`src/rtl/esm_pkg.sv`:
```
// Shared types and constants for the ESM issue buffer.
package esm_pkg;

    localparam int ESM_DEF_BS = 16;
    localparam int ESM_DEF_DW = 32;

    typedef enum logic [1:0] {
        ST_FILL  = 2'd0,
        ST_ISSUE = 2'd1,
        ST_DRAIN = 2'd2
    } esm_state_e;

    // Width of a slot index for an n-slot buffer (at least one bit).
    function automatic int esm_idx_w(input int n);
        return (n > 1) ? $clog2(n) : 1;
    endfunction

endpackage

```
`src/rtl/esm_rank_select.sv`:
```
// Combinational k-th set bit finder: returns the one-hot and the index of the
// k-th occupied entry of mask_i, counting from bit 0.
module esm_rank_select
    import esm_pkg::*;
#(
    parameter  int BS = ESM_DEF_BS,
    localparam int IW = esm_idx_w(BS)
) (
    input  logic [BS-1:0] mask_i,
    input  logic [IW-1:0] k_i,
    output logic [BS-1:0] onehot_o,
    output logic [IW-1:0] idx_o,
    output logic          found_o
);

    always_comb begin
        logic [IW:0] seen;
        onehot_o = '0;
        idx_o    = '0;
        found_o  = 1'b0;
        seen     = '0;
        for (int i = 0; i < BS; i++) begin
            if (mask_i[i]) begin
                if (!found_o && (seen == {1'b0, k_i})) begin
                    onehot_o[i] = 1'b1;
                    idx_o       = IW'(i);
                    found_o     = 1'b1;
                end
                seen = seen + (IW+1)'(1);
            end
        end
    end

endmodule

```
`src/rtl/esm_issue_buffer.sv`:
```
// Randomised-order instruction issue buffer feeding an ESM core.
// Optional build macro ESM_SHUFFLE_BYPASS_EN adds shuffle_en for in-order issue.
module esm_issue_buffer
    import esm_pkg::*;
#(
    parameter  int BS       = ESM_DEF_BS,
    parameter  int DW       = ESM_DEF_DW,
    parameter  int MIN_FILL = 4,
    localparam int IW       = esm_idx_w(BS),
    localparam int CW       = IW + 1
) (
    input  logic          clk,
    input  logic          rst,
    input  logic          in_valid,
    output logic          in_ready,
    input  logic [DW-1:0] in_data,
    input  logic          sel_valid,
    output logic          sel_ready,
    input  logic [IW-1:0] sel_rank,
    input  logic          flush,
    output logic          out_valid,
    input  logic          out_ready,
    output logic [DW-1:0] out_data,
    output logic [BS-1:0] occ_mask,
    output logic [CW-1:0] occ_count
`ifdef ESM_SHUFFLE_BYPASS_EN
    ,
    input  logic          shuffle_en
`endif
);

    if ((BS & (BS - 1)) != 0 || BS < 4 || BS > 64) begin : g_bad_bs
        $error("esm_issue_buffer: BS must be a power of two in 4..64");
    end
    if (MIN_FILL < 1 || MIN_FILL > BS) begin : g_bad_min_fill
        $error("esm_issue_buffer: MIN_FILL must be in 1..BS");
    end

    localparam logic [CW-1:0] BS_C       = CW'(BS);
    localparam logic [CW-1:0] MIN_FILL_C = CW'(MIN_FILL);

    esm_state_e    state_q, state_d;
    logic [BS-1:0] mask_q, mask_d;
    logic [DW-1:0] slot_q [BS];
    logic          out_valid_q, out_valid_d;
    logic [DW-1:0] out_data_q, out_data_d;

    logic [CW-1:0] count;
    logic [CW-1:0] count_d;
    logic [CW-1:0] divisor;
    logic [CW-1:0] rank_mod;
    logic [IW-1:0] k;
    logic          rank_ok;
    logic          eligible;
    logic          issue_fire;
    logic          ins_fire;

    logic [BS-1:0] pick_onehot;
    logic [IW-1:0] pick_idx;
    logic          pick_found;
    logic [BS-1:0] free_onehot;
    logic [IW-1:0] free_idx;
    logic          free_found;

    always_comb begin
        count = '0;
        for (int i = 0; i < BS; i++) begin
            count = count + CW'(mask_q[i]);
        end
    end

    // Divisor forced to 1 when empty; issue is blocked then anyway.
    assign divisor  = (count == '0) ? CW'(1) : count;
    assign rank_mod = {1'b0, sel_rank} % divisor;

`ifdef ESM_SHUFFLE_BYPASS_EN
    assign rank_ok   = shuffle_en ? sel_valid : 1'b1;
    assign k         = shuffle_en ? IW'(rank_mod) : '0;
    assign sel_ready = issue_fire && shuffle_en;
`else
    assign rank_ok   = sel_valid;
    assign k         = IW'(rank_mod);
    assign sel_ready = issue_fire;
`endif

    esm_rank_select #(.BS(BS)) u_pick (
        .mask_i   (mask_q),
        .k_i      (k),
        .onehot_o (pick_onehot),
        .idx_o    (pick_idx),
        .found_o  (pick_found)
    );

    // Lowest free slot is the 0th set bit of the inverted pre-issue mask,
    // so a slot emptied by this cycle's issue cannot be refilled until next cycle.
    esm_rank_select #(.BS(BS)) u_free (
        .mask_i   (~mask_q),
        .k_i      ('0),
        .onehot_o (free_onehot),
        .idx_o    (free_idx),
        .found_o  (free_found)
    );

    assign eligible   = (state_q == ST_ISSUE) || (state_q == ST_DRAIN);
    assign issue_fire = rank_ok && (count != '0) && eligible && pick_found
                        && (!out_valid_q || out_ready);
    assign in_ready   = !rst && (count < BS_C) && (state_q != ST_DRAIN);
    assign ins_fire   = in_valid && in_ready && free_found;

    always_comb begin
        mask_d = mask_q;
        if (issue_fire) begin
            mask_d = mask_d & ~pick_onehot;
        end
        if (ins_fire) begin
            mask_d = mask_d | free_onehot;
        end
    end

    assign count_d = count + CW'(ins_fire) - CW'(issue_fire);

    always_comb begin
        out_valid_d = out_valid_q;
        out_data_d  = out_data_q;
        if (issue_fire) begin
            out_valid_d = 1'b1;
            out_data_d  = slot_q[pick_idx];
        end else if (out_ready) begin
            out_valid_d = 1'b0;
        end
    end

    always_comb begin
        state_d = state_q;
        case (state_q)
            ST_FILL: begin
                if (count >= MIN_FILL_C) begin
                    state_d = ST_ISSUE;
                end
            end
            ST_ISSUE: begin
                if (count_d < MIN_FILL_C) begin
                    state_d = ST_FILL;
                end
            end
            ST_DRAIN: begin
                if ((count == '0) && !out_valid_q) begin
                    state_d = ST_FILL;
                end
            end
            default: state_d = ST_FILL;
        endcase
        if (flush) begin
            state_d = ST_DRAIN;
        end
    end

    always_ff @(posedge clk or posedge rst) begin
        if (rst) begin
            state_q     <= ST_FILL;
            mask_q      <= '0;
            out_valid_q <= 1'b0;
            out_data_q  <= '0;
        end else begin
            state_q     <= state_d;
            mask_q      <= mask_d;
            out_valid_q <= out_valid_d;
            out_data_q  <= out_data_d;
        end
    end

    always_ff @(posedge clk) begin
        if (ins_fire) begin
            slot_q[free_idx] <= in_data;
        end
    end

    assign out_valid = out_valid_q;
    assign out_data  = out_data_q;
    assign occ_mask  = mask_q;
    assign occ_count = count;

endmodule

```
`config.mk`:
```
export PLATFORM = sky130hd
export DESIGN_NAME = esm_issue_buffer
export DESIGN_NICKNAME = d
export VERILOG_FILES = /design/src/rtl/esm_pkg.sv /design/src/rtl/esm_rank_select.sv /design/src/rtl/esm_issue_buffer.sv
export SDC_FILE = /design/constraint.sdc
export NUM_CORES = 1
export LEC_CHECK = 0
export BUFFER_PORTS_ARGS = -buffer_cell sky130_fd_sc_hd__clkbuf_2
export CORE_ASPECT_RATIO = 1.5
export CORE_MARGIN = 8
export CORE_UTILIZATION = 67
export CTS_CLUSTER_DIAMETER = 60
export DETAILED_ROUTE_END_ITERATION = 10
export PLACE_DENSITY_LB_ADDON = 0.12
export SETUP_SLACK_MARGIN = 0.5
export SLEW_MARGIN = 20
export SYNTH_ARGS = -nofsm -noshare
export SYNTH_HDL_FRONTEND = slang
export SYNTH_SLANG_ARGS = --single-unit
```
`constraint.sdc`:
```
create_clock -name clk -period 25.4 [get_ports clk]
set_input_delay 2.54 -clock clk [delete_from_list [all_inputs] [get_ports clk]]
set_output_delay 2.54 -clock clk [all_outputs]
set_load 0.005 [all_outputs]
```
==> flow_summary.ini, run 1 <==
[outcome]
outcome = completed

[flow_run]
cap_violations = 0

[grt]
grtUsageTotal_pct = 28.6
grt_pass1_wl_um = 106000
overflow = 0
grt_pass1_vias = 18500
antenna_found_initial = 4
grt_max_degree = 132

[setup_path]
cp_data_required_time_ns = 22.86
crit_path_frequent_cell = ha_1
path_max_fanout = 21
critPathArrivalTime_ns = 14.27
slowest_stage = a21o_1
cp-start-kind = register
path_class = reg2out
slowest_delay_ns = 0.81
worstSetupEndpointType = primary output

[timing]
relSlewSlack_pct = 21.6
fmax_mhz = 59.5
skew_ns = 0.0177
rsz0062_at_grt = false
period_minus_slack_ns = 16.81
worst_pin_slew_ns = 1.17
maxSlewViolCount = 0
hold_viol_final = 0
setup_violations = 0
post-route-period-util_pct = 66.2
setup_tns_ns = 0

[cts]
htree_levels = 2
clockBufferDepth = 3
cts_root_buffer = clkbuf_16
clkSinkCount = 563
cts.reportedPaths.clkPinSlew_ns = 0.07
clock_latency_ns = 0.56
cts_resized = 0
cts_buffers = 46
tritoncts = yes
ctsHoldBuffers = 0
postCtsSetupRepairBufs = 0

[route]
drt_drc_violations_left = 0
vias = 18300
drtPass1Iterations = 5
wl_um = 70900
via_per_inst = 6.66
wire_per_inst_um = 25.8
postRouteAntennaNets = 0
drt_iter0_drc = 1515

[place]
dp_hpwl_um = 42900
place_congestion = 0.952
portBuffers = 97

[synthesis]
synth-simple-area-share_pct = 7.85
synth_edf_count = 512
synth_top_family_by_area = compound AO/OA/AOI/OAI gates
synthXorXnorAreaFrac_pct = 5.67
ys_warn_count = 0
synth.distinct_cells = 104
synth.area.mux_share_pct = 9.94
async_flop_share_pct = 9.06
synthAdderAreaFrac_pct = 3.91
synth_compound_area_share_pct = 10.6
syn_area_mm2 = 0.0282
synth_area_per_cell_um2 = 13.6
synth-seq-cells = 563
ys.flop_type = edfxtp_1
syn_nets = 2190
synth.yosys.seq_area_share_pct = 59.0
syn_inst = 2068

[floorplan]
dieArea_mm2 = 0.0490
die_x_um = 184
dieHeight_um = 267
initial_core_util_pct = 67.5
ios = 98
rows = 92
coreArea_mm2 = 0.0418

[worst_hold_path]
min_path_type = reg2reg

[layout]
drive_gt1_share_pct = 14.4
finalNetCount = 2262
finish.utilization_pct = 73.9
area_delta_synth_final_pct = 9.47
[worst max-delay path, delay by kind of cell, from the launching register on]
family	cells	cell delay [ns]
AO/OA/AOI/OAI	17	4.83
adder cells (fa/ha/maj)	10	3.92
AND/OR/NAND/NOR	11	2.43
buffers and inverters	6	1.04
flip-flops	1	0.70
multiplexers	1	0.42
XOR/XNOR	1	0.33
[layer usage]
metal	track usage (%)	part of all wire, %
met2	50.5	51
met4	18.9	6.6
met3	3.11	6.4
met5	0	0.016
met1	32.6	36
[cell type report]
cell class	count	area, um2
well taps	564	706
multi-input cells	1316	10900
clock inverters	25	302
diodes	2	5.00
clock buffers	61	1270
fillers	2648	10900
flip-flops and latches	563	16700
inverters	86	330
repair buffers	127	727
[final timing paths]
path,from,end,slack [ns],cells past startpoint
max in group asynchronous,rst,out_data[21],22.55,3
max reg2reg,occ_mask[5],out_data[3],9.55,49
min reg2reg,state_q[1],state_q[1],0.54,1
min in group asynchronous,rst,state_q[1],2.26,3
min,state_q[1],state_q[1],0.54,1
max,occ_mask[5],sel_ready,8.59,46
[logic make-up (layout without fill, tap and decap cells)]
group                      count (synthesis)  after routing
AOI/OAI and AO/OA                        396            396
xor gates and xnor gates                 137            137
buffers and inverters                    189            299
adders and majority gates                 82             82
muxes                                    275            275
DFF                                      563            563
other                                      1              3
and+or+nand+nor                          425            425
[cell usage after synthesis (10+ instances only)]
cell type	instances	area (um2)
a221oi_2	10	150
nand2_1	119	447
mux2_2	26	293
edfxtp_1	512	15400
a21oi_1	21	105
and2_1	18	113
a22oi_1	97	728
mux2_1	12	135
mux2i_1	236	2360
nand3_1	45	225
a221oi_1	24	210
xor2_1	15	131
nor2b_1	25	156
clkbuf_1	44	165
o21ai_1	34	170
nor2_1	78	293
buf_2	32	160
nor3_1	30	150
inv_1	76	285
ha_1	69	863
o211ai_1	43	323
buf_4	19	143
xnor3_1	12	270
and3_1	16	100
a31oi_1	14	87.6
nand4_1	11	68.8
nand2b_1	12	75.1
o22ai_1	13	81.3
dfrtp_1	51	1280
o21ai_0	31	155
xnor2_1	92	806
fa_1	11	220
nor4_1	11	68.8
[metrics by stage]
step / cell area, um2 / hold WS (ns) / std cells / setup slack, ns
5_1_grt: 30900 / 0.570 / 2743 / 7.83
4_1_cts: 30900 / 0.530 / 2742 / 8.74
3_3_place_gp: 29300 / 0.502 / 2656 / 9.88
2_1_floorplan: 28200 / 0.475 / 2068 / 11.10
6_report: 30900 / 0.542 / 2744 / 8.59
3_5_place_dp: 29300 / 0.514 / 2656 / 9.36
[registers in the layout, indices dropped and copies added (netlist names)]
register	flops
occ_mask	16
out_data	32
out_valid	1
slot_q	512
state_q	2
[placed cells by master (no fill, tap or decap), drive strengths merged, types with 11 or more instances in the layout]
cell type / synthesis / routed
xnor3: 13 / 13
buf: 57 / 30
and2: 20 / 20
o22ai: 14 / 14
a221oi: 34 / 34
nand4: 11 / 11
xor2: 18 / 18
xnor2: 103 / 103
nor3: 33 / 33
a31oi: 15 / 15
nor2b: 25 / 25
inv: 82 / 85
nor4: 13 / 13
nor2: 78 / 78
mux2i: 237 / 237
a21oi: 22 / 22
clkinv: 4 / 20
and3: 16 / 16
edfxtp: 512 / 512
clkbuf: 46 / 158
ha: 69 / 69
a22oi: 97 / 97
dfrtp: 51 / 51
o21ai: 66 / 66
nand2: 119 / 119
mux2: 38 / 38
fa: 11 / 11
nand3: 46 / 46
nand2b: 12 / 12
o211ai: 43 / 43
Power of run 1 is not shown: default switching activity piles up to over one toggle a cycle in this logic, so the estimate is an artifact.
==> run 2: changes to the inputs <==
ABC_AREA = 1   (was unset)
CORE_UTILIZATION = 57   (was 67)
clock period = 14.11 ns   (was 25.4 ns; I/O delays follow)
==> run 2 against run 1 <==
Effect of this change:
- first-iteration DRC count increased by 20%
- sequential share of layout area fell by 3.8 points
- hold slack worse by 0.059 ns
- register-to-register slack worse by 8.2 ns
- non-clock buffer count grew 47
- synthesized cell count increased by 59%
- sequential cell count did not move
- via count rose by 29%
- core utilization down 11 points
- setup slack got worse by 7.5 ns
- critical path depth increased by 22
- cell area is 7.7% higher
- critical path type unchanged
- critical endpoint unchanged
- highest routed layer is now met4
==> flow_summary.ini, run 2 <==
[outcome]
outcome = completed

[setup_path]
cp-start-kind = register
path_max_fanout = 7
slowest_stage = fa_1
critPathArrivalTime_ns = 11.64
slowest_delay_ns = 0.60
path_class = reg2out
cp_data_required_time_ns = 12.70
crit_path_frequent_cell = nand2_1
worstSetupEndpointType = primary output

[cts]
cts.reportedPaths.clkPinSlew_ns = 0.06
clockBufferDepth = 3
cts_root_buffer = clkbuf_16
htree_levels = 2
clkSinkCount = 563
clock_latency_ns = 0.58
ctsHoldBuffers = 0
tritoncts = yes
cts_buffers = 50

[flow_run]
cap_violations = 0

[synthesis]
syn_area_mm2 = 0.0303
synth.yosys.seq_area_share_pct = 55.0
synth_top_family_by_area = simple AND/OR/NAND/NOR gates
synth-simple-area-share_pct = 28.8
synth.area.mux_share_pct = 0
async_flop_share_pct = 9.06
synth_area_per_cell_um2 = 9.20
syn_nets = 3414
ys_warn_count = 0
yosys.area.top_type = edfxtp_1
syn_inst = 3292
yosysMostFrequentCell = nand2_1
synth_edf_count = 512
synth-seq-cells = 563
synth_compound_area_share_pct = 1.83
synth_common_cells = 803 x nand2_1, 688 x nand3_1, 512 x edfxtp_1
synthAdderAreaFrac_pct = 3.58
synth.distinct_cells = 54
netlist_top_cells_area = edfxtp_1 51%, nand3_1 11%, nand2_1 9.9%
synth_top_area_share_pct = 50.7
synthXorXnorAreaFrac_pct = 1.10
ys.flop_type = edfxtp_1

[place]
portBuffers = 97
dp_hpwl_um = 50200
place_congestion = 0.898

[floorplan]
dieArea_mm2 = 0.0609
initial_core_util_pct = 57.6
die_x_um = 204
coreArea_mm2 = 0.0526
ios = 98
rows = 103
dieHeight_um = 298

[layout]
layout_common_cells = 797 x nand2_1, 685 x nand3_1, 512 x edfxtp_1
largest_reg_flops = 512
finalNetCount = 3486
area_delta_synth_final_pct = 9.76
drive_gt1_share_pct = 13.4
final_common_cell = nand2_1
top_register = slot_q

[timing]
worst_pin_slew_ns = 1.07
post-route-period-util_pct = 92.5
skew_ns = 0.0201
setup_violations = 0
fmax_mhz = 76.6
maxSlewViolCount = 0
rsz0062_at_grt = false
period_minus_slack_ns = 13.06
relSlewSlack_pct = 28.6
hold_viol_final = 0
setup_tns_ns = 0

[route]
vias = 23500
drt_drc_violations_left = 0
postRouteAntennaNets = 0
wl_um = 84500
wire_per_inst_um = 20.7
via_per_inst = 5.76
drt_iter0_drc = 1819
drtPass1Iterations = 8

[grt]
grt_pass1_wl_um = 130000
grtUsageTotal_pct = 27.3
overflow = 0
grt_pass1_vias = 23300
grt_max_degree = 194
antenna_found_initial = 2

[worst_hold_path]
min_path_type = reg2reg
## run 2: through the flow
stage | std cells | hold slack (ns) | instance area, um2 | util [%] | setup slack [ns]
finish | 4088 | 0.482 | 33300 | 63.2 | 1.05
global route | 4088 | 0.511 | 33300 | 63.2 | 0.403
CTS | 4072 | 0.486 | 33000 | 62.7 | 0.532
detailed placement | 3971 | 0.464 | 31300 | 59.5 | 0.222
global placement | 3971 | 0.465 | 31300 | 59.5 | 0.553
floorplan | 3292 | 0.467 | 30300 | - | 1.85
## run 2: cells by family after synthesis
logic type,after synthesis
adders and majority gates,80
buffers and inverters,678
other,1
and+or+nand+nor,1838
AOI/OAI and AO/OA,94
DFF,563
xor gates and xnor gates,38
## run 2: worst paths after layout
check,from,end,slack [ns],cells after the start
setup reg to reg,occ_mask[13],out_data[28],1.39,74
min in group asynchronous,rst,out_data[3],1.12,3
hold reg to reg,out_data[8],out_data[8],0.48,2
max in group asynchronous,rst,occ_mask[13],12.31,3
setup / recovery,occ_mask[13],sel_ready,1.05,68
hold / removal,out_data[8],out_data[8],0.48,2
## run 2: final cells by class
cell class	count	area [um2]
Timing Repair Buffer	174	1170
Clock inverter	23	161
Antenna cell	2	5.00
Multi-Input combinational cell	2051	11000
Sequential cell	563	16700
Clock buffer	69	1380
Fill cell	4411	19300
Inverter	524	1990
Tap cell	682	853
## run 2: what timing repair did
action	CTS	global route
endpoints found under the setup margin	44	49
gates resized for setup	23	44
pin swaps	2	16
buffers inserted	9	14
hold endpoints to repair	0	0
## run 2: layer usage
layer  up-vias  global-route usage [%]  wire (um)
met1     11300                    32.4      31300
met3       255                    3.14       5540
met2       975                    48.0      43200
met5         -                       0          0
met4         0                    14.5       4480
li1      11000                       -          -
## run 2: worst max-delay path: cells and delay by family, from the launching register on
kind	cells	cell delay, ns
compound gates	4	0.64
xor+xnor	1	0.16
fa+ha+maj	11	3.88
buf+inv	12	1.08
flops	1	0.41
simple gates	40	4.87
Power of run 2 is left out for the same reason.
